**src/rtl/pipe_pkg.sv**
```systemverilog
`default_nettype none
// ============================================================================
// Module   : pipe_pkg
// Purpose  : Shared encodings for the memory-access pipeline stage: operation
//            codes, access lengths, exception codes and FSM states, plus a
//            helper that gives the alignment mask for an access length.
// Revision : 1.0 - initial release
// ============================================================================
package pipe_pkg;

  typedef enum logic [1:0] {
    OP_NONE  = 2'b00,
    OP_STORE = 2'b01,
    OP_LOADS = 2'b10,
    OP_LOADU = 2'b11
  } op_e;

  typedef enum logic [1:0] {
    LEN_B = 2'b00,
    LEN_H = 2'b01,
    LEN_W = 2'b10,
    LEN_D = 2'b11
  } len_e;

  typedef enum logic [1:0] {
    EXC_OK      = 2'b00,
    EXC_MISAL   = 2'b01,
    EXC_TIMEOUT = 2'b10,
    EXC_ILLEN   = 2'b11
  } exc_e;

  typedef enum logic [1:0] {
    ST_IDLE = 2'b00,
    ST_MEM  = 2'b01,
    ST_OUT  = 2'b10
  } state_e;

  // Low address bits that must be zero for an access of 2^len bytes.
  function automatic logic [2:0] len_mask(input logic [1:0] len);
    case (len)
      LEN_B:   len_mask = 3'b000;
      LEN_H:   len_mask = 3'b001;
      LEN_W:   len_mask = 3'b011;
      default: len_mask = 3'b111;
    endcase
  endfunction

endpackage
`default_nettype wire

```
**src/rtl/mem_lane_align.sv**
```systemverilog
`default_nettype none
// ============================================================================
// Module   : mem_lane_align
// Purpose  : Combinational byte-lane alignment between the pipeline and the
//            DATA_W-wide cache port.
//   off_i   in  byte offset inside the memory word
//   len_i   in  access length (byte/half/word/dword)
//   din_i   in  store data, right-justified
//   sext_i  in  1 = sign-extend load result
//   rdata_i in  aligned memory read word
//   wdata_o out store data replicated across all lanes
//   wstrb_o out byte strobes for the addressed lanes
//   rdata_o out load data extracted at the offset and extended
// Revision : 1.0 - initial release
// ============================================================================
module mem_lane_align
  import pipe_pkg::*;
#(
  parameter int DATA_W = 64,
  localparam int STRB_W = DATA_W / 8,
  localparam int OFF_W  = $clog2(STRB_W),
  localparam int IDX_W  = $clog2(DATA_W)
) (
  input  logic [OFF_W-1:0]  off_i,
  input  logic [1:0]        len_i,
  input  logic [DATA_W-1:0] din_i,
  input  logic              sext_i,
  input  logic [DATA_W-1:0] rdata_i,
  output logic [DATA_W-1:0] wdata_o,
  output logic [STRB_W-1:0] wstrb_o,
  output logic [DATA_W-1:0] rdata_o
);

  logic [15:0]       w_base;
  logic [DATA_W-1:0] w_shift;
  logic [IDX_W-1:0]  w_msb;
  logic              w_sign;

  // Replicating the datum into every lane means the strobes alone select
  // the destination bytes, so no variable shifter is needed on the store path.
  always_comb begin
    wdata_o = '0;
    for (int i = 0; i < DATA_W; i++) begin
      case (len_i)
        LEN_B:   wdata_o[i] = din_i[i % 8];
        LEN_H:   wdata_o[i] = din_i[i % 16];
        LEN_W:   wdata_o[i] = din_i[i % 32];
        default: wdata_o[i] = din_i[i % DATA_W];
      endcase
    end
  end

  always_comb begin
    w_base  = (16'd1 << (5'd1 << len_i)) - 16'd1;
    wstrb_o = STRB_W'(w_base << off_i);
  end

  // Load path: bring the addressed lane down to bit 0, then extend above the
  // lane's top bit with either its sign or zero.
  always_comb begin
    w_shift = rdata_i >> {off_i, 3'b000};
    case (len_i)
      LEN_B:   w_msb = IDX_W'(7);
      LEN_H:   w_msb = IDX_W'(15);
      LEN_W:   w_msb = IDX_W'(31);
      default: w_msb = IDX_W'(DATA_W - 1);
    endcase
    w_sign  = sext_i & w_shift[w_msb];
    rdata_o = '0;
    for (int i = 0; i < DATA_W; i++) begin
      rdata_o[i] = (i <= int'(w_msb)) ? w_shift[i] : w_sign;
    end
  end

endmodule
`default_nettype wire

```
**src/rtl/pipe_mem_stage.sv**
```systemverilog
`default_nettype none
// ============================================================================
// Module   : pipe_mem_stage
// Purpose  : Memory-access pipeline stage between EX and WB. Accepts one EX
//            result per handshake, issues loads/stores to the cache port with
//            lane alignment and misalignment/length/timeout trapping, and
//            presents results to WB with forwarding info back to decode.
//   clk, rst                 clock / async active-low reset
//   in_*                     EX-side valid/ready request
//   mem_*                    cache-side request/ack port
//   out_*                    WB-side valid/ready result
//   fwd_idx, fwd_val         forwardable result (idx 0 = none)
//   ld_pend_idx              destination of an in-flight load (0 = none)
// Revision : 1.0 - initial release
// ============================================================================
module pipe_mem_stage
  import pipe_pkg::*;
#(
  parameter int DATA_W    = 64,
  parameter int ADDR_W    = 64,
  parameter int REG_IDX_W = 5,
  parameter int TIMEOUT   = 255
) (
  input  logic                  clk,
  input  logic                  rst,
  input  logic                  in_valid,
  output logic                  in_ready,
  input  logic [1:0]            in_op,
  input  logic [1:0]            in_len,
  input  logic [ADDR_W-1:0]     in_ans,
  input  logic [DATA_W-1:0]     in_din,
  input  logic                  in_wb_e,
  input  logic [REG_IDX_W-1:0]  in_wb_idx,
  output logic                  mem_req,
  output logic                  mem_we,
  output logic [ADDR_W-1:0]     mem_addr,
  output logic [DATA_W-1:0]     mem_wdata,
  output logic [DATA_W/8-1:0]   mem_wstrb,
  input  logic [DATA_W-1:0]     mem_rdata,
  input  logic                  mem_ack,
  output logic                  out_valid,
  input  logic                  out_ready,
  output logic                  out_wb_e,
  output logic [REG_IDX_W-1:0]  out_wb_idx,
  output logic [DATA_W-1:0]     out_data,
  output logic [1:0]            out_exc,
  output logic [REG_IDX_W-1:0]  fwd_idx,
  output logic [DATA_W-1:0]     fwd_val,
  output logic [REG_IDX_W-1:0]  ld_pend_idx
);

  localparam int STRB_W = DATA_W / 8;
  localparam int OFF_W  = $clog2(STRB_W);
  localparam int CNT_W  = (TIMEOUT > 1) ? $clog2(TIMEOUT + 1) : 1;
  localparam logic [CNT_W-1:0] TO_LAST = (TIMEOUT == 0) ? '0 : CNT_W'(TIMEOUT - 1);

  state_e                 state_q, state_d;
  op_e                    op_q, op_d;
  logic [1:0]             len_q, len_d;
  logic [ADDR_W-1:0]      ans_q, ans_d;
  logic [DATA_W-1:0]      din_q, din_d;
  logic                   wb_e_q, wb_e_d;
  logic [REG_IDX_W-1:0]   wb_idx_q, wb_idx_d;
  logic [DATA_W-1:0]      data_q, data_d;
  exc_e                   exc_q, exc_d;
  logic [CNT_W-1:0]       cnt_q, cnt_d;
  // Holds in_ready low while reset is asserted and for the first edge after.
  logic                   alive_q;

  logic                   accept;
  logic                   in_len_bad;
  logic                   in_misal;
  logic [DATA_W-1:0]      lane_wdata;
  logic [STRB_W-1:0]      lane_wstrb;
  logic [DATA_W-1:0]      lane_rdata;

  mem_lane_align #(.DATA_W(DATA_W)) u_align (
    .off_i   (ans_q[OFF_W-1:0]),
    .len_i   (len_q),
    .din_i   (din_q),
    .sext_i  (op_q == OP_LOADS),
    .rdata_i (mem_rdata),
    .wdata_o (lane_wdata),
    .wstrb_o (lane_wstrb),
    .rdata_o (lane_rdata)
  );

  assign in_ready   = alive_q & ((state_q == ST_IDLE) | ((state_q == ST_OUT) & out_ready));
  assign accept     = in_valid & in_ready;
  assign in_len_bad = (DATA_W == 32) && (in_len == LEN_D);
  assign in_misal   = |(in_ans[2:0] & len_mask(in_len));

  always_comb begin
    state_d  = state_q;
    op_d     = op_q;
    len_d    = len_q;
    ans_d    = ans_q;
    din_d    = din_q;
    wb_e_d   = wb_e_q;
    wb_idx_d = wb_idx_q;
    data_d   = data_q;
    exc_d    = exc_q;
    cnt_d    = cnt_q;

    case (state_q)
      ST_MEM: begin
        // An ack in the timeout cycle takes priority over the timeout.
        if (mem_ack) begin
          state_d = ST_OUT;
          exc_d   = EXC_OK;
          if (op_q == OP_STORE) begin
            wb_e_d = 1'b0;
            data_d = '0;
          end else begin
            data_d = lane_rdata;
          end
        end else if ((TIMEOUT != 0) && (cnt_q == TO_LAST)) begin
          state_d = ST_OUT;
          exc_d   = EXC_TIMEOUT;
          wb_e_d  = 1'b0;
          data_d  = '0;
        end else begin
          cnt_d = cnt_q + 1'b1;
        end
      end
      ST_OUT: begin
        if (out_ready) state_d = ST_IDLE;
      end
      default: ;
    endcase

    // A new op may arrive from IDLE or while OUT is being drained.
    if (accept) begin
      op_d     = op_e'(in_op);
      len_d    = in_len;
      ans_d    = in_ans;
      din_d    = in_din;
      wb_idx_d = in_wb_idx;
      wb_e_d   = in_wb_e;
      exc_d    = EXC_OK;
      data_d   = '0;
      cnt_d    = '0;
      if (op_e'(in_op) == OP_NONE) begin
        state_d = ST_OUT;
        data_d  = DATA_W'(in_ans);
      end else if (in_len_bad) begin
        state_d = ST_OUT;
        exc_d   = EXC_ILLEN;
        wb_e_d  = 1'b0;
      end else if (in_misal) begin
        state_d = ST_OUT;
        exc_d   = EXC_MISAL;
        wb_e_d  = 1'b0;
      end else begin
        state_d = ST_MEM;
      end
    end
  end

  always_ff @(posedge clk or negedge rst) begin
    if (!rst) begin
      state_q  <= ST_IDLE;
      op_q     <= OP_NONE;
      len_q    <= '0;
      ans_q    <= '0;
      din_q    <= '0;
      wb_e_q   <= 1'b0;
      wb_idx_q <= '0;
      data_q   <= '0;
      exc_q    <= EXC_OK;
      cnt_q    <= '0;
      alive_q  <= 1'b0;
    end else begin
      state_q  <= state_d;
      op_q     <= op_d;
      len_q    <= len_d;
      ans_q    <= ans_d;
      din_q    <= din_d;
      wb_e_q   <= wb_e_d;
      wb_idx_q <= wb_idx_d;
      data_q   <= data_d;
      exc_q    <= exc_d;
      cnt_q    <= cnt_d;
      alive_q  <= 1'b1;
    end
  end

  // Every output is qualified by the state register so the async reset
  // clears them all immediately.
  assign mem_req     = (state_q == ST_MEM);
  assign mem_we      = mem_req & (op_q == OP_STORE);
  assign mem_addr    = mem_req ? {ans_q[ADDR_W-1:OFF_W], {OFF_W{1'b0}}} : '0;
  assign mem_wdata   = mem_we ? lane_wdata : '0;
  assign mem_wstrb   = mem_we ? lane_wstrb : '0;

  assign out_valid   = (state_q == ST_OUT);
  assign out_wb_e    = out_valid & wb_e_q;
  assign out_wb_idx  = out_valid ? wb_idx_q : '0;
  assign out_data    = out_valid ? data_q : '0;
  assign out_exc     = out_valid ? exc_q : EXC_OK;

  // A zero wb_idx naturally yields "no forward".
  assign fwd_idx     = (out_valid && wb_e_q && (exc_q == EXC_OK)) ? wb_idx_q : '0;
  assign fwd_val     = out_data;
  assign ld_pend_idx = (mem_req && op_q[1] && wb_e_q) ? wb_idx_q : '0;

endmodule
`default_nettype wire

```
**config.mk**
```make
export PLATFORM = sky130hd
export DESIGN_NAME = pipe_mem_stage
export DESIGN_NICKNAME = d
export VERILOG_FILES = /design/src/rtl/pipe_pkg.sv /design/src/rtl/mem_lane_align.sv /design/src/rtl/pipe_mem_stage.sv
export SDC_FILE = /design/constraint.sdc
export NUM_CORES = 1
export LEC_CHECK = 0
export ABC_AREA = 1
export BUFFER_PORTS_ARGS = -buffer_cell sky130_fd_sc_hd__buf_2
export CAP_MARGIN = 20
export CELL_PAD_IN_SITES_DETAIL_PLACEMENT = 1
export CELL_PAD_IN_SITES_GLOBAL_PLACEMENT = 2
export CORE_MARGIN = 4
export CORE_UTILIZATION = 29
export CTS_CLUSTER_DIAMETER = 30
export DETAILED_ROUTE_END_ITERATION = 8
export GPL_TIMING_DRIVEN = 0
export PLACE_DENSITY_LB_ADDON = 0.1
export SYNTH_ARGS = -nofsm -noshare
export SYNTH_HDL_FRONTEND = slang
export SYNTH_HIERARCHICAL = 1
export SYNTH_SLANG_ARGS = --single-unit
```
**constraint.sdc**
```tcl
create_clock -name clk -period 5.49 [get_ports clk]
set_input_delay 1.098 -clock clk [delete_from_list [all_inputs] [get_ports clk]]
set_output_delay 1.098 -clock clk [all_outputs]
set_load 0.005 [all_outputs]
```
==> results.md, run 1 <==
- Status: complete, no violations
- Fill count: 7014
- Initial core utilization: 0.294
- Post-synth top flop: dfrtp_1
- Sequential power share: 0.228
- DRT Pass-1 Iters: 6
- HPWL after DPL: 60.3 mm
- Setup violators final: 0
- Setup TNS: 0 ps
- Reg2Reg Launch Point: len_q[1]$_DFFE_PN0N_
- Area of the core: 0.0527 mm^2
- Number of nets with antenna violations after routing: 0
- Synthesized flop and latch total: 215
- Post-CTS Resized: 0
- Simple-gate area share of the yosys netlist: 0.389
- Mean post-synth cell area: 6.32 um^2
- CP arrival: 3480 ps
- Slew @ Worst Pin: 1160 ps
- PwrDens: 573 mW/mm^2
- Vias after detailed routing: 17900
- Die Y: 239 um
- NetSw: 5.33 mW
- Initial antenna violation count: 21
- Startpoint Class: flip-flop
- Yosys warning count: 6
- Nets: 3232
- Skew-Pair Late Insertion Delay: 600 ps
- Final clock period utilization by the worst path: 0.834
- Post-synth top cells: 1055 x nand2_1, 293 x inv_1, 215 x dfrtp_1
- Mux cell area share after synthesis: 0.0103
- TritonCTS clock tree: yes
- Xor and xnor area share after synthesis: 0.00170
- Synth Area in Adders: 0.00889
- Worst VDD drop: 0.304 mV
- Max-slew headroom: 0.228
- Dominant cell type by area after synthesis: dfrtp_1
- Clock-pin slew on the worst setup and hold paths: 40 ps
- Clk root buf: clkbuf_16
- Routed len/inst: 20.2 um
- DP Area: 0.0189 mm^2
- Type of the tightest min-delay check: in2async
- Ys async rst share: 1.00
- Worst setup endpoint: mem_wdata[18]
- Postcts setup bufs: 0
- Clk buf depth: 3
- Number of enable flip-flop cells after synthesis: 0
- Total Routing Usage GR: 0.257
- Unrepaired setup endpoints after global routing: false
- Compound-Gate Fraction of Synth Area: 0.0782
- Main combinational cell family by area after synthesis: simple AND/OR/NAND/NOR gates
- Drt drc: 0
- Capturing point of the worst reg2reg path: data_q[24]$_DFFE_PN0P_
- CTS Buf Count: 69
- Cell Rows: 84
- Crit Path Category: reg2out
- Nature of the critical path endpoint: primary output
- Synthesized area: 0.0155 mm^2
- Gp weighted congestion: 0.944
- Die area: 0.0571 mm^2
- Internal power: 6.85 mW
- CP Data Required Time: 4390 ps
- FF-to-FF setup slack: 2290 ps
- # port buffers: 489
- Top-count cell post-synth: nand2_1
- Top-Level Pins: 493
- First-pass GRT wire length: 113 mm
- Synth area leaders: dfrtp_1 35%, nand2_1 26%, inv_1 7.1%
- Net switching fraction of the power: 0.437
- Vias in the first global route: 18900
- Max-slew violations: 0
- Top-area cell type share of the netlist area: 0.348
- WL final: 76.2 mm
- Worst Setup SP: len_q[1]$_DFFE_PN0N_
- Final Hold Viols: 0
- Largest net degree at the start of global routing: 101
- Sequential area share after synthesis: 0.348
- Synth cell types: 41
- Maxcap violations: 0
- R2R depth: 12
- Fin Clk Skew: 23.6 ps
- CTS H-tree depth: 3
- Post-CTS Hold Buffers: 0
- Vias per cell: 4.75
- DRT iter0 DRCs: 906
- Post-Layout Inst Area: 0.0213 mm^2
- Syn Inst Count: 2450
- Critical path peak fanout: 10
- GRT overflow: 0
- Clk sink count: 215
- Fmax: 219 MHz
- Area Growth Syn to Fin: 37.4%
- Tmin final: 4580 ps
- Clock Power Share: 0.326
- Die W: 239 um
- Share of cells above drive strength 1: 0.262
- Combinational power share: 0.446
- Lkg Pwr: 13.2 nW
[cell families (layout without fill, tap and decap cells)]
logic type,after synthesis,count (layout)
compound gates,206,206
xor+xnor,3,3
fa+ha+maj,11,11
buf+inv,536,1153
flops,215,215
mux,16,16
other cells,2,20
simple gates,1461,1461
[area by class of cell]
cell class	instances	area, um^2	area share
Timing Repair Buffer	491	2510	0.118
Clock inverter	30	365	0.0172
Inverter	303	1140	0.0536
Tap cell	688	861	0.0405
Sequential cell	215	5380	0.253
Clock buffer	96	2010	0.0944
Multi-Input combinational cell	1701	7570	0.356
Buffer	233	1390	0.0654
Antenna cell	16	40.0	0.00188
[routing by layer]
metal	global-route usage	routed length [um]	vias to the layer above
met4	0.0832	2420	14
met1	0.323	31900	8630
met2	0.440	37200	507
li1	-	-	8613
met3	0.0578	4600	139
met5	0	88	-
[state kept, by name (all words and copies together), names as in the netlist]
register	flops
data_q	64
wb_idx_q	5
wb_e_q	1
cnt_q	8
state_q	2
ans_q	64
alive_q	1
exc_q	2
len_q	2
din_q	64
op_q	2
[stage by stage]
stage | hold slack [ps] | instances | setup slack, ps | util | power, mW
global route | 395 | 3764 | 697 | 0.404 | 13.1
detailed placement | 465 | 3631 | 1540 | 0.358 | 8.19
CTS | 380 | 3757 | 900 | 0.403 | 12.3
floorplan | 444 | 2452 | 2680 | - | 6.05
global placement | 462 | 3629 | -844 | 0.357 | 8.06
finish | 397 | 3773 | 914 | 0.404 | 12.2
[critical path, cell delays in order, from the launching register on]
cell and delay (ps):
dfrtp_1 600, inv_1 290, ha_1 300, nor2_1 600, clkbuf_1 500, nand2_1 160, o21ai_0 110, inv_1 60
nor2_1 120, buf_2 130
[worst min-delay path by stage]
stage,start,end,slack [ps],cells past startpoint
final,rst,ans_q[15]$_DFFE_PN0N_,400,1
after global routing,rst,data_q[14]$_DFFE_PN0P_,400,1
after CTS,rst,ans_q[18]$_DFFE_PN0N_,380,1
after detailed placement,ans_q[27]$_DFFE_PN0N_,ans_q[27]$_DFFE_PN0N_,460,2
after global placement,ans_q[29]$_DFFE_PN0N_,ans_q[29]$_DFFE_PN0N_,460,2
after floorplan,ans_q[2]$_DFFE_PN0N_,ans_q[2]$_DFFE_PN0N_,440,2
[power groups by stage]
stage | Combinational [mW] | Clock, mW | Sequential [mW]
final | 5.43 | 3.98 | 2.78
after global placement | 5.28 | 0 | 2.78
after CTS | 5.43 | 4.04 | 2.78
after detailed placement | 5.39 | 0 | 2.79
after global routing | 6.05 | 4.15 | 2.86
after floorplan | 3.45 | 0 | 2.60
[placed cells by master, fill, tap and decap left out, drive strengths merged]
master / n
a211oi: 4
a21o: 5
a21oi: 26
a22oi: 4
a31oi: 8
and2: 1
buf: 673
bufinv: 5
clkbuf: 147
clkinv: 19
clkinvlp: 6
conb: 4
dfrtp: 215
diode: 16
ha: 11
inv: 303
mux2i: 16
nand2: 1058
nand3: 113
nand4: 67
nor2: 160
o211ai: 31
o21a: 2
o21ai: 106
o21bai: 1
o221ai: 9
o22ai: 8
o311ai: 2
or2: 62
xnor2: 1
xor2: 2
(Power assumes the default switching activity.)
==> run 2, diff against run 1 <==
--- a/config.mk
+++ b/config.mk
@@ -11,7 +11,7 @@
 export CELL_PAD_IN_SITES_DETAIL_PLACEMENT = 1
 export CELL_PAD_IN_SITES_GLOBAL_PLACEMENT = 2
 export CORE_MARGIN = 4
-export CORE_UTILIZATION = 29
+export CORE_UTILIZATION = 24
 export CTS_CLUSTER_DIAMETER = 30
 export DETAILED_ROUTE_END_ITERATION = 8
 export GPL_TIMING_DRIVEN = 0
==> constraint.sdc (replaced) <==
create_clock -name clk -period 3.9 [get_ports clk]
set_input_delay 0.78 -clock clk [delete_from_list [all_inputs] [get_ports clk]]
set_output_delay 0.78 -clock clk [all_outputs]
set_load 0.005 [all_outputs]
==> run 2 against run 1 <==
Net effect:
- final area rose by 2.4%
- flip-flop and latch count did not move
- non-clock buffer count fell by 1
- count of clock-buffer cells in the layout rose by 14
- combinational power rose by 43%
- worst hold slack got worse by 350 ps
- critical path depth did not move
- total power rose by 47%
- critical endpoint is now mem_wdata[54]
==> results.md, run 2 (synthesis results as in run 1) <==
- R2R depth: 12 (unchanged)
- Final Hold Viols: 0 (unchanged)
- Top-Level Pins: 493 (unchanged)
- Unrepaired setup endpoints after global routing: false (unchanged)
- Area of the multi-input gates: 0.00758 mm^2 (was 0.00757 mm^2)
- WHS: 42.1 ps (was 397 ps)
- Gp weighted congestion: 0.879 (was 0.944)
- GRT overflow: 0 (unchanged)
- Fill count: 8195 (was 7014)
- DRT Pass-1 Iters: 5 (was 6)
- Lkg Pwr: 13.4 nW (was 13.2 nW)
- Register area: 0.00538 mm^2 (about the same)
- Most common cell after layout, fill and taps aside: nand2_1 (unchanged)
- Vias per cell: 4.52 (was 4.75)
- Postcts setup bufs: 0 (unchanged)
- Worst path cell trace: inv_1 > ha_1 > buf_4 > inv_1 > nor2_1 > inv_2 > buf_2 > nor2_1 > buf_2 (was inv_1 > ha_1 > nor2_1 > clkbuf_1 > nand2_1 > o21ai_0 > inv_1 > nor2_1 > buf_2)
- First-pass GRT wire length: 118 mm (was 113 mm)
- Min setup slack post-route: 243 ps (was 914 ps)
- DRT iter0 DRCs: 793 (was 906)
- Die Y: 262 um (was 239 um)
- Internal power: 10.2 mW (was 6.85 mW)
- Commonest non-fill, non-tap cells in the layout: 1055 x nand2_1, 563 x buf_2, 291 x inv_1 (was 1055 x nand2_1, 562 x buf_2, 293 x inv_1)
- WL final: 80.3 mm (was 76.2 mm)
- Status: complete, no violations (unchanged)
- Die W: 262 um (was 239 um)
- HPWL after DPL: 63.9 mm (was 60.3 mm)
- Worst VDD drop: 0.368 mV (was 0.304 mV)
- Nets: 3242 (was 3232)
- Tmin final: 3660 ps
- TritonCTS clock tree: yes (unchanged)
- Slew @ Worst Pin: 881 ps (was 1160 ps)
- Pre-CTS WS: 196 ps (was 1540 ps)
- Setup TNS: 0 ps (unchanged)
- Initial core utilization: 0.244 (was 0.294)
- # port buffers: 489 (unchanged)
- Clk sink count: 215 (unchanged)
- Sequential power share: 0.219 (was 0.228)
- Clock-pin slew on the worst setup and hold paths: 40 ps (about the same)
- Clock Power Share: 0.347 (was 0.326)
- Fmax: 273 MHz
- Area of the core: 0.0634 mm^2 (was 0.0527 mm^2)
- Fin Clk Skew: 22.2 ps (was 23.6 ps)
- Setup violators final: 0 (unchanged)
- Initial antenna violation count: 21 (unchanged)
- PwrDens: 820 mW/mm^2 (was 573 mW/mm^2)
- Drt drc: 0 (unchanged)
- Capturing point of the worst reg2reg path: data_q[25]$_DFFE_PN0P_ (was data_q[24]$_DFFE_PN0P_)
- CP Data Required Time: 3120 ps (was 4390 ps)
- Final clock period utilization by the worst path: 0.938
- Critical path peak fanout: 10 (unchanged)
- CTS H-tree depth: 3 (unchanged)
- Routed len/inst: 20.4 um (was 20.2 um)
- Largest net degree at the start of global routing: 104 (was 101)
- Clk root buf: clkbuf_16 (unchanged)
- Share of cells above drive strength 1: 0.271 (was 0.262)
- Type of the tightest min-delay check: in2async (unchanged)
- Max-slew headroom: 0.411 (was 0.228)
- Startpoint Class: flip-flop (unchanged)
- Net switching fraction of the power: 0.430 (was 0.437)
- Nature of the critical path endpoint: primary output (unchanged)
- Crit Path Category: reg2out (unchanged)
- CTS Buf Count: 80 (was 69)
- CP arrival: 2880 ps (was 3480 ps)
- Vias in the first global route: 19300 (was 18900)
- Total Routing Usage GR: 0.229 (was 0.257)
- Skew-Pair Late Insertion Delay: 600 ps (about the same)
- NetSw: 7.68 mW (was 5.33 mW)
- Number of nets with antenna violations after routing: 0 (unchanged)
- Area Growth Syn to Fin: 40.8% (was 37.4%)
- Die area: 0.0686 mm^2 (was 0.0571 mm^2)
- Combinational power share: 0.433 (was 0.446)
- Cell Rows: 92 (was 84)
- Max incr delay on CP: 390 ps (was 600 ps)
- Max-slew violations: 0 (unchanged)
- Largest registers: ans_q (64), data_q (64), din_q (64) (unchanged)
- FF-to-FF setup slack: 930 ps (was 2290 ps)
- Clk buf depth: 3 (unchanged)
- Maxcap violations: 0 (unchanged)
- Crit-path slowest cell: dfrtp_1 (unchanged)
- Reg2Reg Launch Point: len_q[1]$_DFFE_PN0N_ (unchanged)
- Vias after detailed routing: 17800 (was 17900)
==> run 2: cell count changes in the layout (fill, tap and decap cells not counted), sizes merged <==
cell      delta
diode        -6
clkbuf      +13
inv          -1
clkinvlp     -5
clkinv      +11
==> run 2: metal layers <==
metal	track usage	wire (um)
met5	0	81
met4	0.0609	1800
met3	0.0486	4090
met2	0.398	39300
met1	0.288	35000
==> run 2: power groups by stage <==
stage	Clock, mW	Combinational (mW)	Sequential (mW)
6_report	6.20	7.74	3.92
5_1_grt	6.48	8.69	4.06
4_1_cts	6.33	7.83	3.93
3_5_place_dp	0	7.77	3.94
3_3_place_gp	0	7.65	3.93
2_1_floorplan	0	4.85	3.66
==> run 2: critical path: cells and delay by family, from the launching register on <==
family | cells | cell delay [ps]
flops | 1 | 390
fa+ha+maj | 1 | 230
buf+inv | 6 | 1150
simple gates | 2 | 510
==> run 2: final cells by class <==
type,count,share of cell area
tap,846,0.0486
antenna,10,0.00115
timing repair buffer,491,0.115
inverter,303,0.0525
sequential,215,0.247
clock inverter,35,0.0163
clock buffer,110,0.106
buffer,232,0.0646
multi-input combinational,1701,0.348
==> run 2: how the worst max path moves through the flow <==
stage | cells past startpoint | startpoint | to | slack, ps
after global placement | 1 | rst | ans_q[55]$_DFFE_PN0N_ | -2250
after global routing | 9 | state_q[1]$_DFFE_PN0P_ | mem_wdata[54] | 60
after floorplan | 8 | len_q[1]$_DFFE_PN0N_ | mem_wdata[16] | 1410
final | 9 | state_q[1]$_DFFE_PN0P_ | mem_wdata[54] | 240
after detailed placement | 8 | state_q[0]$_DFFE_PN0P_ | out_data[1] | 200
after CTS | 8 | len_q[1]$_DFFE_PN0N_ | mem_wdata[42] | 2
==> run 2: what timing repair did <==
action,CTS,global route
cloned,0,0
hold buffers,0,0
resized for setup,10,19
setup endpoints to repair,73,33
==> run 2: per-stage QoR <==
step	cells	cell area (um^2)	power (mW)	util
final	3943	21800	17.9	0.343
after global placement	3787	19000	11.6	0.299
after global routing	3935	21800	19.2	0.343
after CTS	3933	21700	18.1	0.343
after detailed placement	3789	19100	11.7	0.300
after floorplan	2452	15500	8.51	-
